### src/rtl/uart_tx_serializer.sv
// UART transmitter: latches a byte on tx_start and shifts it out LSB-first as start/data/[parity]/stop.
// tx_busy is high for the whole frame; tx_end pulses for one cycle when the last stop bit completes.
module uart_tx_serializer #(
   parameter int DIV_RATE   = 260,
   parameter int DIV_CNT_W  = 9,
   parameter int DATA_W     = 8,
   parameter int PARITY_EN  = 0,
   parameter int PARITY_ODD = 0,
   parameter int STOP_BITS  = 1
) (
   input  logic              clk,
   input  logic              reset,
   input  logic              tx_start,
   input  logic [DATA_W-1:0] tx_data,
   output logic              tx_busy,
   output logic              tx_end,
   output logic              tx
);
   localparam int BIT_W = (DATA_W > 1) ? $clog2(DATA_W) : 1;

   typedef enum logic [2:0] {IDLE, START, DATA, PARITY, STOP} state_t;

   state_t               state, state_n;
   logic [DIV_CNT_W-1:0] div_cnt, div_cnt_n;
   logic [BIT_W-1:0]     bit_cnt, bit_cnt_n;
   logic                 stop_cnt, stop_cnt_n;
   logic [DATA_W-1:0]    shift, shift_n;
   logic                 parity, parity_n;
   logic                 tx_n, tx_busy_n, tx_end_n;
   logic                 bit_done;

   assign bit_done = (div_cnt == DIV_CNT_W'(DIV_RATE - 1));

   always_ff @(posedge clk) begin
      if (reset) begin
         state    <= IDLE;
         div_cnt  <= '0;
         bit_cnt  <= '0;
         stop_cnt <= 1'b0;
         shift    <= '0;
         parity   <= 1'b0;
         tx       <= 1'b1;
         tx_busy  <= 1'b0;
         tx_end   <= 1'b0;
      end else begin
         state    <= state_n;
         div_cnt  <= div_cnt_n;
         bit_cnt  <= bit_cnt_n;
         stop_cnt <= stop_cnt_n;
         shift    <= shift_n;
         parity   <= parity_n;
         tx       <= tx_n;
         tx_busy  <= tx_busy_n;
         tx_end   <= tx_end_n;
      end
   end

   always_comb begin
      state_n    = state;
      div_cnt_n  = div_cnt;
      bit_cnt_n  = bit_cnt;
      stop_cnt_n = stop_cnt;
      shift_n    = shift;
      parity_n   = parity;
      tx_n       = tx;
      tx_busy_n  = tx_busy;
      tx_end_n   = 1'b0;
      case (state)
         IDLE: begin
            tx_n = 1'b1;
            if (tx_start) begin
               shift_n   = tx_data;
               parity_n  = (^tx_data) ^ (PARITY_ODD != 0);
               tx_n      = 1'b0;
               tx_busy_n = 1'b1;
               div_cnt_n = '0;
               state_n   = START;
            end
         end
         default: begin
            if (!bit_done) begin
               div_cnt_n = div_cnt + 1'b1;
            end else begin
               div_cnt_n = '0;
               case (state)
                  START: begin
                     tx_n      = shift[0];
                     bit_cnt_n = '0;
                     state_n   = DATA;
                  end
                  DATA: begin
                     if (bit_cnt == BIT_W'(DATA_W - 1)) begin
                        if (PARITY_EN != 0) begin
                           tx_n    = parity;
                           state_n = PARITY;
                        end else begin
                           tx_n       = 1'b1;
                           stop_cnt_n = 1'b0;
                           state_n    = STOP;
                        end
                     end else begin
                        shift_n   = shift >> 1;
                        tx_n      = shift_n[0];
                        bit_cnt_n = bit_cnt + 1'b1;
                     end
                  end
                  PARITY: begin
                     tx_n       = 1'b1;
                     stop_cnt_n = 1'b0;
                     state_n    = STOP;
                  end
                  STOP: begin
                     // tx_end lands in the same cycle the FSM is back in IDLE
                     if (stop_cnt == 1'(STOP_BITS - 1)) begin
                        tx_n      = 1'b1;
                        tx_busy_n = 1'b0;
                        tx_end_n  = 1'b1;
                        state_n   = IDLE;
                     end else begin
                        stop_cnt_n = stop_cnt + 1'b1;
                     end
                  end
                  default: state_n = IDLE;
               endcase
            end
         end
      endcase
   end
endmodule

### config.mk
export PLATFORM = sky130hd
export DESIGN_NAME = uart_tx_serializer
export DESIGN_NICKNAME = d
export VERILOG_FILES = /design/src/rtl/uart_tx_serializer.sv
export SDC_FILE = /design/constraint.sdc
export NUM_CORES = 1
export LEC_CHECK = 0
export ABC_AREA = 0
export BUFFER_PORTS_ARGS = -buffer_cell sky130_fd_sc_hd__buf_2
export CAP_MARGIN = 20
export CORE_UTILIZATION = 25
export CTS_CLUSTER_SIZE = 16
export DETAILED_ROUTE_END_ITERATION = 6
export SETUP_SLACK_MARGIN = 0.1
export SKIP_CTS_REPAIR_TIMING = 1
export SYNTH_ARGS = -nofsm -noshare
export SYNTH_HDL_FRONTEND = slang
export SYNTH_SLANG_ARGS = --single-unit
export TNS_END_PERCENT = 5
### constraint.sdc
create_clock -name clk -period 1.8 [get_ports clk]
set_clock_uncertainty 0.1 [all_clocks]
set_input_delay 0.09 -clock clk [delete_from_list [all_inputs] [get_ports clk]]
set_output_delay 0.09 -clock clk [all_outputs]
set_load 0.005 [all_outputs]
==> results.sh <==
export IMPL_synth_flop_cell="dfxtp_1"
export IMPL_crit_arrival_ns=1.85
export IMPL_finalNetCount=202
export IMPL_critPathRequiredTime_ns=1.91
export IMPL_synth_simple_area_share_pct=25.2
export IMPL_first_global_vias=1174
export IMPL_holdWs_ns=0.0321
export IMPL_min_path_type="in -> reg"
export IMPL_rsz0062_at_grt="yes"
export IMPL_synthXorXnorAreaFrac_pct=0
export IMPL_yosysWarnings=0
export IMPL_seq_area_frac_synth_pct=38.1
export IMPL_cp_slowest_cell="or4b_1"
export IMPL_status="finished, final reports clean"
export IMPL_worst_pin_slew_ns=0.406
export IMPL_grt_overflow=0
export IMPL_peakVddDrop_mv=0.434
export IMPL_ant_nets=0
export IMPL_cts_tree="built"
export IMPL_end_kind="register"
export IMPL_grt_max_degree=18
export IMPL_synth_fa_ha_area_share_pct=2.75
export IMPL_wl_um=3470
export IMPL_core_area_um2=5170
export IMPL_clkSinkCount=26
export IMPL_power_w=0.00140
export IMPL_dp_slack_ns=0.0253
export IMPL_slew_headroom_pct=72.9
export IMPL_synth_compound_area_share_pct=22.6
export IMPL_synth_seq_cells=26
export IMPL_synthMuxAreaShare_pct=5.86
export IMPL_leakagePower_nw=0.677
export IMPL_synth_edff_count=0
export IMPL_boundaryPins=14
export IMPL_final_layout_size_suffix_gt1_share_pct=36.4
export IMPL_final_max_slew_violation_count=0
export IMPL_syn_avg_cell_area_um2=8.99
export IMPL_fin_ws_ns=0.0567
export IMPL_track_usage_pct=11.7
export IMPL_numCtsBuffers=3
export IMPL_h_tree_depth=1
export IMPL_setup_worst_path_class="reg -> reg"
export IMPL_hold_viol_final=0
export IMPL_drc=0
export IMPL_fmaxAchievable_ghz=0.574
export IMPL_die_height_um=75.9
export IMPL_final_area_um2=1820
export IMPL_vias=1291
export IMPL_dr_pass1_iters=4
export IMPL_dp_hpwl_um=2220
export IMPL_async_reset_ff_share_pct=0
export IMPL_syn_inst=152
export IMPL_critical_path_max_stage_delay_ns=0.54
export IMPL_gp_congestion=0.772
export IMPL_io_buffers=13
export IMPL_max_clock_path_buffers=2
export IMPL_period_share_pct=96.8
export IMPL_antenna_found_initial=0
export IMPL_rows=26
export IMPL_cp_top_family="simple AND/OR/NAND/NOR gates"
export IMPL_syn_nets=166
export IMPL_drt_iter0_markers=35
export IMPL_post_dp_cell_area_um2=1610
export IMPL_synth_top_family_by_area="simple AND/OR/NAND/NOR gates"
export IMPL_synth_distinct_cells=42
export IMPL_crit_chain="ha_4 > and4bb_4 > a21oi_4 > or4b_1 > a21oi_1"
export IMPL_worstSkewPairLatency_ns=0.28
export IMPL_via_per_inst=5.02
export IMPL_cap_violations=0
export IMPL_start_util_pct=26.4
export IMPL_diodes=0
export IMPL_crit_path_start_kind="register"
export IMPL_area_delta_synth_final_pct=33.2
export IMPL_period_needed_ns=1.74
export IMPL_power_per_cell_area_nw_per_um2=771
export IMPL_cts_clk_slew_worst_paths_ns=0.09
export IMPL_netlist_area_um2=1370
export IMPL_wl_per_cell_um=13.5
export IMPL_cp_max_fo=5
export IMPL_fp_dieW_um=75.9
export IMPL_die_area_um2=5760
export IMPL_path_buf_inv=0
export IMPL_cts_root_buf="clkbuf_8"
export IMPL_setup_viol=0
export IMPL_grt_pass1_wl_um=5550
routing by layer:
metal | up-vias | wire length (µm) | GRT usage [%]
li1 | 646 | - | -
met1 | 605 | 1680 | 15.0
met2 | 35 | 1600 | 18.8
met3 | 5 | 146 | 2.89
met4 | 0 | 44 | 4.42
met5 | - | 0 | 0
flip-flops by register name, summed over array words and instances, names as in the netlist:
signal and flops:
tx 1, state 3, div_cnt 9, bit_cnt 3, tx_busy 1, shift 8, tx_end 1
cells in the final DEF, fill, tap and decap left out, types with 2 or more instances in the layout:
cell and instances:
a21oi_1 19, a311oi_1 9, a31oi_1 2, buf_2 13
buf_4 25, buf_6 3, clkbuf_8 4, dfxtp_1 19
dfxtp_2 7, ha_4 2, mux2i_1 8, nand2_1 11
nand2b_1 3, nand3_1 6, nand3b_1 5, nor2_1 9
nor3_1 3, nor4b_2 2, o21ai_0 8, or3_1 3
worst min-delay path, cell delays in order:
cell	delay, ns
buf_2	0.11
a21oi_1	0.12
a211oi_1	0.06
power breakdown:
group	internal, W	total (W)	switching [W]	leakage, nW
registers	0.000616	0.000651	0.0000345	0.215
clock network	0.000196	0.000394	0.000198	0.0288
logic	0.000176	0.000359	0.000183	0.433
total	0.000989	0.00140	0.000416	0.677
cells in the mapped netlist, types with 2 or more instances:
library cell  number  share of area [%]
mux2i_1            8                5.9
nor2_1             9                2.5
dfxtp_1           26                 38
nand2b_1           3                1.4
a21oi_1           19                7.0
nand3b_1           5                2.7
nor4b_1            2                1.3
buf_6              3                2.5
a31oi_1            2               0.92
nand3_1            6                2.2
o21ai_0            9                3.3
a311oi_1           9                5.8
buf_2              3                1.1
nor3_1             3                1.1
ha_1               3                2.7
nand2_1           11                3.0
clkbuf_1           3               0.82
or3_1              4                1.8
kinds of logic after synthesis:
kind of cell | Yosys count
compound gates | 48
simple gates | 55
mux | 8
buf+inv | 12
fa+ha+maj | 3
flops | 26
cell type report:
| class | instances | area (µm²) |
|---|---|---|
| well taps | 70 | 87.6 |
| repair buffers | 41 | 287 |
| inverters | 1 | 3.75 |
| flip-flops and latches | 26 | 529 |
| fillers | 510 | 3350 |
| multi-input cells | 115 | 858 |
| clock buffers | 4 | 55.1 |
path summary, 6_finish.rpt:
path | to | depth (start not counted) | from | slack [ns]
setup / recovery | state[2]$_SDFFE_PP0P_ | 5 | div_cnt[1]$_SDFFE_PP0P_ | 0.06
hold / removal | shift[7]$_SDFFE_PP0P_ | 3 | tx_data[7] | 0.03
setup reg to reg | state[2]$_SDFFE_PP0P_ | 5 | div_cnt[1]$_SDFFE_PP0P_ | 0.06
hold reg to reg | bit_cnt[0]$_SDFFE_PP0P_ | 1 | bit_cnt[0]$_SDFFE_PP0P_ | 0.35
stage by stage:
step / std cells / util, % / setup TNS, ns
6_report: 257 / 35.2 / 0
3_5_place_dp: 244 / 31.0 / 0
2_1_floorplan: 152 / - / 0
5_1_grt: 257 / 35.2 / -0.0129
3_3_place_gp: 244 / 31.0 / 0
4_1_cts: 248 / 32.1 / -0.00678
Note: power is estimated with default switching activity, not from simulation.
